### src/rtl/mem_burst_master_pkg.sv
// Shared types and constants for the burst master that drives the 32x32 data memory.
package mem_burst_master_pkg;

    localparam int ADDR_W_DEF = 5;
    localparam int DATA_W_DEF = 32;

    localparam logic MODE_WRITE = 1'b0;
    localparam logic MODE_READ  = 1'b1;

    typedef enum logic [2:0] {
        IDLE,
        WR_DATA,
        WR_COMMIT,
        RD_ISSUE,
        RD_EXEC,
        RD_CAPT,
        RD_HOLD,
        DONE
    } state_t;

endpackage

### src/rtl/mem_burst_ctr.sv
// Burst address/length tracker: loads a start address and word count, then
// advances one word at a time with a wrapping address.
module mem_burst_ctr
    import mem_burst_master_pkg::*;
#(
    parameter int ADDR_W = ADDR_W_DEF
) (
    input  logic              clk,
    input  logic              rst,
    input  logic              load,
    input  logic              advance,
    input  logic [ADDR_W-1:0] load_addr,
    input  logic [ADDR_W:0]   load_len,
    output logic [ADDR_W-1:0] cur_addr,
    output logic [ADDR_W:0]   remain,
    output logic              is_last
);

    always_ff @(posedge clk or negedge rst) begin
        if (!rst) begin
            cur_addr <= '0;
            remain   <= '0;
        end else if (load) begin
            cur_addr <= load_addr;
            remain   <= load_len;
        end else if (advance) begin
            // DEPTH is 2**ADDR_W, so the natural overflow is the wrap to 0
            cur_addr <= cur_addr + 1'b1;
            remain   <= remain - 1'b1;
        end
    end

    assign is_last = (remain == (ADDR_W+1)'(1));

endmodule

### src/rtl/mem_burst_master.sv
// Burst initiator for the single-port data memory: one word per access,
// write data in and read data out over valid/ready handshakes.
//
// state     | meaning
// IDLE      | waiting for a command; rejects illegal lengths with err
// WR_DATA   | waiting for a write word
// WR_COMMIT | memory write strobe high, word captured at end of cycle
// RD_ISSUE  | set up read strobe and address
// RD_EXEC   | memory read strobe high, data_out loads at end of cycle
// RD_CAPT   | register memory data_out into rd_data
// RD_HOLD   | rd_valid high until consumer takes the word
// DONE      | one-cycle done pulse, back to IDLE
module mem_burst_master
    import mem_burst_master_pkg::*;
#(
    parameter int ADDR_W = ADDR_W_DEF,
    parameter int DATA_W = DATA_W_DEF,
    parameter int DEPTH  = 2**ADDR_W
) (
    input  logic              clk,
    input  logic              rst,
    input  logic              cmd_valid,
    output logic              cmd_ready,
    input  logic              cmd_write,
    input  logic [ADDR_W-1:0] cmd_addr,
    input  logic [ADDR_W:0]   cmd_len,
    input  logic              wr_valid,
    output logic              wr_ready,
    input  logic [DATA_W-1:0] wr_data,
    output logic              rd_valid,
    input  logic              rd_ready,
    output logic [DATA_W-1:0] rd_data,
    output logic              done,
    output logic              err,
    output logic              mem_write_en,
    output logic              mem_mode,
    output logic [ADDR_W-1:0] mem_addr,
    output logic [DATA_W-1:0] mem_data_in,
    input  logic [DATA_W-1:0] mem_data_out
);

    localparam logic [ADDR_W:0] LEN_MAX = (ADDR_W+1)'(DEPTH);

    state_t            state;
    logic              dir;
    logic [ADDR_W-1:0] cur_addr;
    logic [ADDR_W:0]   remain;
    logic              is_last;
    logic              len_ok;
    logic              ctr_load;
    logic              ctr_adv;

    assign cmd_ready = (state == IDLE);
    assign wr_ready  = (state == WR_DATA);
    assign len_ok    = (cmd_len != '0) && (cmd_len <= LEN_MAX);
    assign ctr_load  = (state == IDLE) && cmd_valid;
    // a word is retired after its commit (write) or after the consumer takes it (read)
    assign ctr_adv   = dir ? (state == WR_COMMIT) : ((state == RD_HOLD) && rd_ready);

    mem_burst_ctr #(.ADDR_W(ADDR_W)) u_ctr (
        .clk       (clk),
        .rst       (rst),
        .load      (ctr_load),
        .advance   (ctr_adv),
        .load_addr (cmd_addr),
        .load_len  (cmd_len),
        .cur_addr  (cur_addr),
        .remain    (remain),
        .is_last   (is_last)
    );

    always_ff @(posedge clk or negedge rst) begin
        if (!rst) begin
            state        <= IDLE;
            dir          <= 1'b0;
            mem_write_en <= 1'b0;
            mem_mode     <= MODE_WRITE;
            mem_addr     <= '0;
            mem_data_in  <= '0;
            rd_valid     <= 1'b0;
            rd_data      <= '0;
            done         <= 1'b0;
            err          <= 1'b0;
        end else begin
            done <= 1'b0;
            err  <= 1'b0;
            case (state)
                IDLE: begin
                    if (cmd_valid) begin
                        dir <= cmd_write;
                        if (!len_ok) begin
                            err <= 1'b1;
                        end else begin
                            state <= cmd_write ? WR_DATA : RD_ISSUE;
                        end
                    end
                end
                WR_DATA: begin
                    if (wr_valid) begin
                        mem_write_en <= 1'b1;
                        mem_mode     <= MODE_WRITE;
                        mem_addr     <= cur_addr;
                        mem_data_in  <= wr_data;
                        state        <= WR_COMMIT;
                    end
                end
                WR_COMMIT: begin
                    mem_write_en <= 1'b0;
                    if (is_last) begin
                        done  <= 1'b1;
                        state <= DONE;
                    end else begin
                        state <= WR_DATA;
                    end
                end
                RD_ISSUE: begin
                    mem_write_en <= 1'b1;
                    mem_mode     <= MODE_READ;
                    mem_addr     <= cur_addr;
                    state        <= RD_EXEC;
                end
                RD_EXEC: begin
                    mem_write_en <= 1'b0;
                    state        <= RD_CAPT;
                end
                RD_CAPT: begin
                    rd_data  <= mem_data_out;
                    rd_valid <= 1'b1;
                    state    <= RD_HOLD;
                end
                RD_HOLD: begin
                    if (rd_ready) begin
                        rd_valid <= 1'b0;
                        if (is_last) begin
                            done  <= 1'b1;
                            state <= DONE;
                        end else begin
                            state <= RD_ISSUE;
                        end
                    end
                end
                DONE: begin
                    mem_mode <= MODE_WRITE;
                    state    <= IDLE;
                end
                default: state <= IDLE;
            endcase
        end
    end

endmodule

### config.mk
export PLATFORM = sky130hd
export DESIGN_NAME = mem_burst_master
export DESIGN_NICKNAME = d
export VERILOG_FILES = /design/src/rtl/mem_burst_master_pkg.sv /design/src/rtl/mem_burst_ctr.sv /design/src/rtl/mem_burst_master.sv
export SDC_FILE = /design/constraint.sdc
export NUM_CORES = 1
export LEC_CHECK = 0
export CAP_MARGIN = 20
export CORE_AREA = 3 3 98 100
export DETAILED_ROUTE_END_ITERATION = 8
export DIE_AREA = 0 0 101 103
export PLACE_DENSITY = 0.79
export REMOVE_ABC_BUFFERS = 1
export SLEW_MARGIN = 20
export SYNTH_ARGS = -nofsm -noshare
export SYNTH_HDL_FRONTEND = slang
export SYNTH_SLANG_ARGS = --single-unit
### constraint.sdc
create_clock -name clk -period 1.9 [get_ports clk]
set_input_delay 0.38 -clock clk [delete_from_list [all_inputs] [get_ports clk]]
set_output_delay 0.38 -clock clk [all_outputs]
set_load 0.1 [all_outputs]
==> impl_metrics.yaml <==
layout:
  nFillCells: 680
  final_nets: 539
  seq_area_mm2: 0.00223
  num_antenna_cells: 0
  layout-drive-gt1-share_pct: 28.5
  multi_input_area_mm2: 0.00139
  area_growth_pct: 52.1
sta:
  hold_viol_final: 0
  setup_viol: 0
  worst_pin_slew_ns: 0.506
  slew_headroom_pct: 66.0
  min_period_ns: 1.84
  clock.fmax_ghz: 0.544
  slew_violations: 0
  finalCritPeriodShare_pct: 96.7
  rsz0062_at_grt: "no"
  clock_skew_ns: 0.00891
  setup_slack_ns: 0.0625
place:
  port_buffers: 156
  place_ws_ns: -0.268
  dp.final_hpwl_mm: 6.87
  gp_congestion: 0.893
setup_path:
  crit_chain: "or3_1 -> inv_2 -> buf_12"
  required_ns: 1.52
  cp_slowest_stage_delay_ns: 0.44
  r2r_setup_slack_ns: 0.17
  regToRegStartpoint: "state[2]"
  startpoint_type: "register"
  critical-path-top-delay-family: "flip-flops"
  slowest_stage: "dfrtp_2"
  worst-path-buf-inv: 2
  crit_path_end_kind: "primary output"
  critPathMaxFanout: 4
  cp.arrival_ns: 1.46
  reg2reg_depth: 5
  worstReg2RegEnd: "u_ctr.remain[4]"
  critPathKind: "reg -> out"
grt:
  grtUsageTotal_pct: 17.5
  antenna_found_initial: 0
  use_met2_pct: 33.0
  grt_use_met1_pct: 20.2
  grt_pass1_vias: 2940
  grt_busiest_layer: "met2"
  grt_pass1_wl_mm: 14.4
  grt_start_max_net_pins: 50
  grt_util_met3_pct: 3.52
  overflow: 0
synth:
  synth-seq-cells: 89
  synth_top_cell_area_share_pct: 59.8
  synth_area_leader_cell: "dfrtp_1"
  ys_top_cells_by_area: "dfrtp_1, mux2_1, mux2_2"
  async_flop_share_pct: 100
  synth_edf_count: 0
  yosys_most_used_dff: "dfrtp_1"
  synth.cell_area_mm2: 0.00373
  yosys_warnings: 0
  ys_types: 38
  ys_seq_area_share_pct: 59.8
  synth_area_per_cell_um2: 13.2
  netlist_instances: 283
cts:
  clockBufferDepth: 2
  cts_buffers: 9
  cts.sinks: 89
  clock-root-buffer: "clkbuf_8"
  h-tree-depth: 3
  tritoncts: "yes"
  clk_latency_ns: 0.34
  clk_pin_slew_ns: 0.09
min_path:
  holdCritPathClass: "in -> async"
floorplanning:
  ioPinCount: 157
  coreArea_mm2: 0.00876
  die-area_mm2: 0.0104
  die_height_um: 103
  start_util_pct: 42.5
  rows: 34
  dieWidth_um: 101
routing:
  drc: 0
  routedWlPerCell_um: 16.0
  drtPass1Iterations: 5
  drtAntennaViolNets: 0
  drt_iter0_drc: 106
  vias_per_cell: 5.09
  wl_mm: 9.12
  vias: 2891
flow_run:
  maxCapViolations: 0
status:
  status: "complete, no violations"
==> repair_timing <==
action | 4_1_cts | 5_1_grt
pin swaps | 0 | 0
buffers inserted | 6 | 0
hold endpoints to repair | 24 | 0
resized for setup | 3 | 1
setup endpoints to repair | 2 | 1
hold buffers | 1 | 0
==> sequential cells by signal, summed over array words and instances, names as in the netlist <==
signal          flops
mem_addr            5
mem_data_in        32
err                 1
u_ctr.remain        6
done                1
dir                 1
mem_write_en        1
rd_data            32
u_ctr.cur_addr      5
rd_valid            1
mem_mode            1
state               3
==> cell type report <==
type                            count  area share [%]
Timing Repair Buffer              177            29.4
Clock buffer                       11            2.49
Multi-Input combinational cell    172            24.6
Sequential cell                    89            39.4
Inverter                            6           0.397
Clock inverter                      5            1.39
Tap cell                          108            2.38
==> placed cells by master (no fill, tap or decap), types with 3 or more instances in the layout <==
cell	instances
dfrtp_1	86
buf_4	86
clkdlybuf4s50_1	79
mux2_1	60
a21oi_1	16
nor2_1	15
o21ai_1	15
nand2_1	11
buf_12	11
clkbuf_8	10
mux2_2	9
nor3_1	6
inv_1	4
o21ai_0	3
nand3_1	3
ha_1	3
dfrtp_2	3
==> worst reg2reg max path: cells and delay by family (launching register included) <==
family,cells,cell delay (ns)
AOI/OAI and AO/OA,2,0.22
buffers and inverters,1,0.17
DFF,1,0.44
and+or+nand+nor,2,0.80
==> through the flow <==
stage / hold slack, ns / utilization [%] / area (um2) / TNS [ns] / cells
6_report: 0.480 / 64.7 / 5670 / 0 / 568
4_1_cts: 0.469 / 64.7 / 5670 / 0 / 568
5_1_grt: 0.504 / 64.7 / 5670 / 0 / 568
3_3_place_gp: 0.311 / 61.5 / 5390 / -0.443 / 545
2_1_floorplan: 0.0844 / - / 3640 / -9.32 / 267
3_5_place_dp: 0.312 / 61.5 / 5390 / -0.613 / 545
==> cell usage after synthesis, types with 3 or more instances <==
master and number:
dfrtp_1 89, mux2_2 9, nor2_1 15, o21ai_1 15, nor3_1 6, a21oi_1 16
nand3_1 3, o21ai_0 3, buf_4 4, ha_1 3, nand2_1 11, mux2_1 60
inv_1 5, buf_2 8, clkbuf_1 4
==> worst max path at each step <==
stage	startpoint	endpoint	cells after the start
after floorplan	state[0]	wr_ready	2
after global placement	cmd_len[2]	state[1]	5
after detailed placement	cmd_len[2]	state[1]	5
after CTS	state[2]	cmd_ready	3
after global routing	state[2]	cmd_ready	3
final	state[2]	cmd_ready	3
==> cells by family (layout without fill, tap and decap cells) <==
kind of cell,count (synthesis),count (layout),share of synthesized area [%]
mux,71,71,21.4
flops,89,89,59.8
simple gates,49,49,7.15
buf+inv,22,199,2.89
fa+ha+maj,3,3,1.01
compound gates,49,49,7.82
==> metal layers <==
metal / share of wire (%) / vias up
met1: 39 / 1436
li1: - / 1350
met4: 0.98 / 0
met3: 7.0 / 9
met5: 0 / -
met2: 53 / 96
Power is not shown: default switching activity piles up to over one toggle a cycle in this logic, so the estimate is an artifact.
